<file path="config.mk">
export PLATFORM = sky130hd
export DESIGN_NAME = obi_mem_responder
export DESIGN_NICKNAME = d
export VERILOG_FILES = /design/src/rtl/obi_mem_responder.sv
export SDC_FILE = /design/constraint.sdc
export NUM_CORES = 2
export LEC_CHECK = 0
export ABC_AREA = 1
export CORE_AREA = 2 2 452 499
export CTS_CLUSTER_DIAMETER = 150
export DETAILED_ROUTE_END_ITERATION = 10
export DIE_AREA = 0 0 454 501
export PLACE_DENSITY = 0.65
export SLEW_MARGIN = 20
export SYNTH_ARGS = -nofsm -noshare
export SYNTH_HDL_FRONTEND = slang
export SYNTH_SLANG_ARGS = --single-unit
</file>
<file path="constraint.sdc">
create_clock -name clk_i -period 2.38 [get_ports clk_i]
set_input_delay 0.357 -clock clk_i [delete_from_list [all_inputs] [get_ports clk_i]]
set_output_delay 0.357 -clock clk_i [all_outputs]
set_load 0.005 [all_outputs]
</file>
<file path="src/rtl/obi_mem_responder.sv">
// OBI memory slave with configurable grant wait, response latency and outstanding limit.
// Define OBI_RESP_STATS_EN to add saturating granted read/write counters (rd_count_o, wr_count_o).
package obi_mem_responder_pkg;
  typedef struct packed {
    logic        req;
    logic        we;
    logic [3:0]  be;
    logic [31:0] addr;
    logic [31:0] wdata;
  } obi_req_t;

  typedef struct packed {
    logic        gnt;
    logic        rvalid;
    logic [31:0] rdata;
  } obi_resp_t;
endpackage

module obi_mem_responder
  import obi_mem_responder_pkg::*;
#(
  parameter logic [31:0] BASE_ADDR = 32'h0000_0000,
  parameter int unsigned NUM_WORDS = 64,
  parameter int unsigned GNT_WAIT  = 0,
  parameter int unsigned RESP_LAT  = 1,
  parameter int unsigned MAX_OUTST = 2
) (
  input  logic      clk_i,
  input  logic      rst_ni,
  input  obi_req_t  slave_req_i,
  output obi_resp_t slave_resp_o
`ifdef OBI_RESP_STATS_EN
  ,
  output logic [15:0] rd_count_o,
  output logic [15:0] wr_count_o
`endif
);

  localparam int unsigned IDX_W     = $clog2(NUM_WORDS);
  localparam logic [31:0] SPAN      = 32'(NUM_WORDS * 4);
  localparam logic [2:0]  WAIT_LAST = (GNT_WAIT > 0) ? 3'(GNT_WAIT - 1) : 3'd0;
  localparam logic [2:0]  OUTST_MAX = 3'(MAX_OUTST);
  localparam logic [31:0] OOR_DATA  = 32'hBADC_AB1E;

  typedef enum logic [1:0] {IDLE, WAIT, GRANT} state_e;

  state_e           state_q, state_d;
  logic [2:0]       wait_q, wait_d;
  logic [2:0]       outst_q;
  logic             gnt;
  logic             rvalid;
  logic [31:0]      offset;
  logic             in_range;
  logic [IDX_W-1:0] idx;
  logic [31:0]      resp_data;

  logic [31:0]         mem [NUM_WORDS];
  logic [RESP_LAT-1:0] valid_q;
  logic [31:0]         data_q [RESP_LAT];

  // Unsigned subtraction makes addresses below BASE_ADDR wrap high and fall out of range.
  assign offset   = slave_req_i.addr - BASE_ADDR;
  assign in_range = offset < SPAN;
  assign idx      = offset[IDX_W+1:2];

  always_comb begin
    // NOTE: every output of this block gets a default first, so no path can infer a latch.
    state_d = state_q;
    wait_d  = wait_q;
    gnt     = 1'b0;
    unique case (state_q)
      IDLE: begin
        if (slave_req_i.req) begin
          if (GNT_WAIT == 0) state_d = GRANT;
          else               state_d = WAIT;
        end
      end
      WAIT: begin
        if (!slave_req_i.req) begin
          state_d = IDLE;
          wait_d  = '0;
        end else if (wait_q == WAIT_LAST) begin
          state_d = GRANT;
          wait_d  = '0;
        end else begin
          wait_d = wait_q + 3'd1;
        end
      end
      GRANT: begin
        gnt = slave_req_i.req && (outst_q < OUTST_MAX);
        if (gnt && GNT_WAIT != 0) state_d = IDLE;
      end
      default: state_d = IDLE;
    endcase
  end

  always_ff @(posedge clk_i or negedge rst_ni) begin
    // NOTE: sequential state uses non-blocking assignments so all registers update together.
    if (!rst_ni) begin
      state_q <= IDLE;
      wait_q  <= '0;
    end else begin
      state_q <= state_d;
      wait_q  <= wait_d;
    end
  end

  always_ff @(posedge clk_i or negedge rst_ni) begin
    if (!rst_ni) begin
      outst_q <= '0;
    end else begin
      unique case ({gnt, rvalid})
        2'b10:   outst_q <= outst_q + 3'd1;
        2'b01:   outst_q <= outst_q - 3'd1;
        default: outst_q <= outst_q;
      endcase
    end
  end

  // NOTE: storage is deliberately left without reset; only control state is cleared.
  always_ff @(posedge clk_i) begin
    if (gnt && slave_req_i.we && in_range) begin
      for (int b = 0; b < 4; b++) begin
        if (slave_req_i.be[b]) mem[idx][8*b +: 8] <= slave_req_i.wdata[8*b +: 8];
      end
    end
  end

  // Read data is captured at the grant edge; writes answer with zero data.
  always_comb begin
    resp_data = '0;
    if (!slave_req_i.we) resp_data = in_range ? mem[idx] : OOR_DATA;
  end

  always_ff @(posedge clk_i or negedge rst_ni) begin
    if (!rst_ni) begin
      valid_q <= '0;
      for (int i = 0; i < RESP_LAT; i++) data_q[i] <= '0;
    end else begin
      valid_q[0] <= gnt;
      data_q[0]  <= resp_data;
      for (int i = 1; i < RESP_LAT; i++) begin
        valid_q[i] <= valid_q[i-1];
        data_q[i]  <= data_q[i-1];
      end
    end
  end

  assign rvalid = valid_q[RESP_LAT-1];

  always_comb begin
    slave_resp_o        = '0;
    slave_resp_o.gnt    = gnt;
    slave_resp_o.rvalid = rvalid;
    slave_resp_o.rdata  = rvalid ? data_q[RESP_LAT-1] : 32'h0;
  end

`ifdef OBI_RESP_STATS_EN
  always_ff @(posedge clk_i or negedge rst_ni) begin
    if (!rst_ni) begin
      rd_count_o <= '0;
      wr_count_o <= '0;
    end else if (gnt) begin
      if (!slave_req_i.we && rd_count_o != 16'hFFFF) rd_count_o <= rd_count_o + 16'd1;
      if (slave_req_i.we && wr_count_o != 16'hFFFF)  wr_count_o <= wr_count_o + 16'd1;
    end
  end
`endif

endmodule
</file>
==> results.py <==
metrics = {
    "status": {
        "outcome": "finished, violations left",
        "failed_checks": "setup timing",
    },
    "logic_synthesis": {
        "async_flop_share_pct": 1.77,
        "syn_avg_cell_area_um2": 11.0,
        "synth.mux.area_fraction_pct": 0,
        "ys_ff_latch": 2085,
        "synthAdderAreaFrac_pct": 0.0376,
        "yosysWarnings": 0,
        "synth-compound-area-share_pct": 3.63,
        "seq_area_frac_synth_pct": 72.2,
        "synth_xor_xnor_area_share_pct": 0.0203,
        "synth_edf_count": 2048,
        "mappedNetlistArea_mm2": 0.0864,
        "ys_types": 35,
        "ys_dominant_reg_cell": "edfxtp_1",
        "synth_fp_nets": 7965,
        "yosys.area_share.simple_pct": 19.8,
        "synth_top_family_by_area": "simple AND/OR/NAND/NOR gates",
        "syn_inst": 7891,
    },
    "place": {
        "gp_congestion": 0.993,
        "io_buffers": 103,
        "dp_hpwl_mm": 197,
    },
    "grt": {
        "grt_first_pass_wirelength_mm": 415,
        "overflow": 0,
        "track_usage_pct": 25.4,
        "grt_pass1_vias": 60680,
        "antenna_found_initial": 38,
        "grt_max_degree": 126,
    },
    "critical_path": {
        "worstPathArrival_ns": 2.19,
        "critical-path-max-stage-delay_ns": 0.45,
        "cp.required_ns": 2.02,
        "endpoint_kind": "output port",
        "cp_max_fo": 5,
        "worstPathCellList": "buf_12 -> buf_8 -> nand2_4 -> clkinvlp_4 -> buf_6",
        "regToRegStartpoint": "outst_q[2]",
        "startpoint_type": "flip-flop",
        "r2r-end": "mem[4][11]",
        "reg2reg_slack_ns": -0.10,
        "worstSetupPathType": "flip-flop to output port",
        "cpMaxStageDelayCell": "dfrtp_2",
        "reg2reg_depth": 9,
    },
    "routing": {
        "ant_nets": 0,
        "avgViaCountPerCell": 5.33,
        "wl_met2_mm": 133,
        "drt-initial-drc-count": 8842,
        "wl_met3_mm": 32.5,
        "dr.pass1.iters": 6,
        "dr.max_layer_used": "met5",
        "drc": 0,
        "drt-met1-wl_mm": 105,
        "vias": 62378,
        "wirelength_mm": 293,
        "wl_per_cell_um": 25.1,
    },
    "pwr": {
        "vdd_ir_drop_max_uv": 795,
        "powerDensity_mw_per_mm2": 768,
        "p_seq_share_pct": 50.3,
        "intPower_w": 0.0619,
        "comb_power_share_pct": 7.7,
        "total_power_w": 0.0803,
        "p_switching_w": 0.0184,
        "p_sw_share_pct": 22.9,
        "p_leak_nw": 41.1,
        "clockPowerShare_pct": 42.0,
    },
    "timing": {
        "maxSlewViolCount": 0,
        "setup_violations": 1283,
        "fin_ws_ns": -0.168,
        "rsz0062_at_grt": "true",
        "fin_crit_sh_pct": 107,
        "period_minus_slack_ns": 2.55,
        "tightest_slew_ns": 0.809,
        "fin_skew_ns": 0.0498,
        "slew-limit-headroom_pct": 45.9,
        "hold_viol": 0,
        "fmax_mhz": 392,
    },
    "clocking": {
        "cts-root-buf": "clkbuf_16",
        "clk_pin_slew_ns": 0.06,
        "cts_buffers": 205,
        "cts_max_level": 4,
        "clk_latency_ns": 0.88,
        "clock-sinks": 2085,
        "clk_path_buf_depth": 3,
        "cts_tree": "yes",
    },
    "die": {
        "io_pins": 106,
        "die_h_um": 501,
        "start_util_pct": 38.8,
        "core_region_area_mm2": 0.222,
        "rows": 182,
        "die_x_um": 454,
        "design.die.area_mm2": 0.227,
    },
    "hold_path": {
        "hold_depth": 2,
        "min_from": "slave_req_i[31]",
        "holdPathEnd": "mem[24][31]",
        "hp-class": "primary input to flip-flop",
    },
    "cells_and_area": {
        "fin_nets": 8643,
        "final_cell_mix": "nand2_1 (2722), edfxtp_1 (2048), nor2_1 (1225), buf_4 (590), inv_1 (399)",
        "fin_util_pct": 47.0,
        "drive_gt1_share_pct": 15.4,
        "area_growth_pct": 21.1,
        "mostFrequentLayoutCell": "nand2_1",
    },
    "job": {
        "drv_cap": 0,
    },
}
## power groups by stage
| stage | Combinational [W] | Sequential (W) | Clock (W) |
|---|---|---|---|
| after floorplan | 0.00221 | 0.0412 | 0 |
| after global placement | 0.00517 | 0.0412 | 0 |
| after detailed placement | 0.00521 | 0.0412 | 0 |
| after CTS | 0.00598 | 0.0404 | 0.0340 |
| after global routing | 0.00647 | 0.0404 | 0.0354 |
| final | 0.00618 | 0.0404 | 0.0337 |
## per-stage QoR
stage	instance area, µm²	setup WS, ns	hold WS (ns)	setup TNS, ns	std cells
after CTS	104000	-0.265	0.00225	-4.43	11676
after floorplan	86400	0.0773	0.0614	0	7891
after global placement	96300	-0.621	0.336	-1133.55	11260
after detailed placement	96300	-0.588	0.342	-965.29	11260
after global routing	105000	-0.187	0.0168	-216.77	11685
final	105000	-0.168	0.0240	-38.00	11707
## sequential cells by signal (all words and copies together), names as in the netlist
| signal | flops |
|---|---|
| data_q | 32 |
| mem | 2048 |
| state_q | 1 |
| rvalid | 1 |
| outst_q | 3 |
## worst max-delay path by stage
| stage | startpoint | endpoint | slack, ns | cells after the start |
|---|---|---|---|---|
| 2_1_floorplan | slave_req_i[53] | mem[10][0] | 0.08 | 10 |
| 3_3_place_gp | slave_req_i[63] | mem[8][5] | -0.62 | 14 |
| 3_5_place_dp | slave_req_i[63] | mem[8][4] | -0.59 | 14 |
| 4_1_cts | rvalid | slave_resp_o[25] | -0.26 | 6 |
| 5_1_grt | state_q[1] | mem[61][7] | -0.19 | 10 |
| 6_report | rvalid | slave_resp_o[25] | -0.17 | 5 |
## cell families (layout without fill, tap and decap cells)
logic type | count (synthesis) | count (layout)
XOR/XNOR | 2 | 2
adder cells (fa/ha/maj) | 2 | 2
AO/OA/AOI/OAI | 577 | 577
AND/OR/NAND/NOR | 4378 | 4378
flip-flops | 2085 | 2085
buffers and inverters | 847 | 1691
other | 0 | 28
## layer usage
layer  global-route usage [%]  vias to the layer above
li1                         -                    27538
met1                     31.5                    30119
met2                     39.5                     3918
met3                     5.85                      793
met4                     17.4                       10
met5                        0                        -
## worst max-delay path, delay by kind of cell (launching register included)
family	cells	cell delay, ns
DFF	1	0.45
and+or+nand+nor	1	0.06
buffers and inverters	4	0.78
## synthesized netlist by cell type, types with 6 or more instances
| master | count | share of area, % |
|---|---|---|
| a21oi_1 | 58 | 0.34 |
| buf_1 | 51 | 0.22 |
| buf_2 | 149 | 0.86 |
| buf_4 | 19 | 0.17 |
| buf_6 | 28 | 0.36 |
| clkbuf_1 | 164 | 0.71 |
| dfrtp_1 | 37 | 1.1 |
| edfxtp_1 | 2048 | 71 |
| inv_1 | 430 | 1.9 |
| nand2_1 | 2760 | 12 |
| nand3_1 | 184 | 1.1 |
| nand4_1 | 35 | 0.25 |
| nor2_1 | 1252 | 5.4 |
| nor3_1 | 12 | 0.070 |
| o211ai_1 | 41 | 0.36 |
| o21a_1 | 6 | 0.052 |
| o21ai_0 | 324 | 1.9 |
| o21ai_1 | 71 | 0.41 |
| o22a_1 | 15 | 0.15 |
| o22ai_1 | 62 | 0.45 |
| or2_0 | 24 | 0.17 |
| or2_1 | 8 | 0.058 |
| or2_2 | 85 | 0.62 |
## layout make-up
| type | count | area [µm²] |
|---|---|---|
| tap | 2944 | 3680 |
| multi-input combinational | 4959 | 20900 |
| antenna | 28 | 70.1 |
| fill | 19468 | 118000 |
| sequential | 2085 | 62400 |
| inverter | 436 | 1730 |
| timing repair buffer | 882 | 8820 |
| clock inverter | 135 | 1700 |
| clock buffer | 238 | 5260 |
## what timing repair did
item                       in CTS  in global routing
setup endpoints to repair      42               1456
hold endpoints to repair      337                  0
hold buffers                   17                  0
pin swaps                       3                  1
cloned                          4                  2
gates resized for setup       288                 94
setup buffers                  23                  4
No activity file was read; power rests on OpenSTA's default activity.
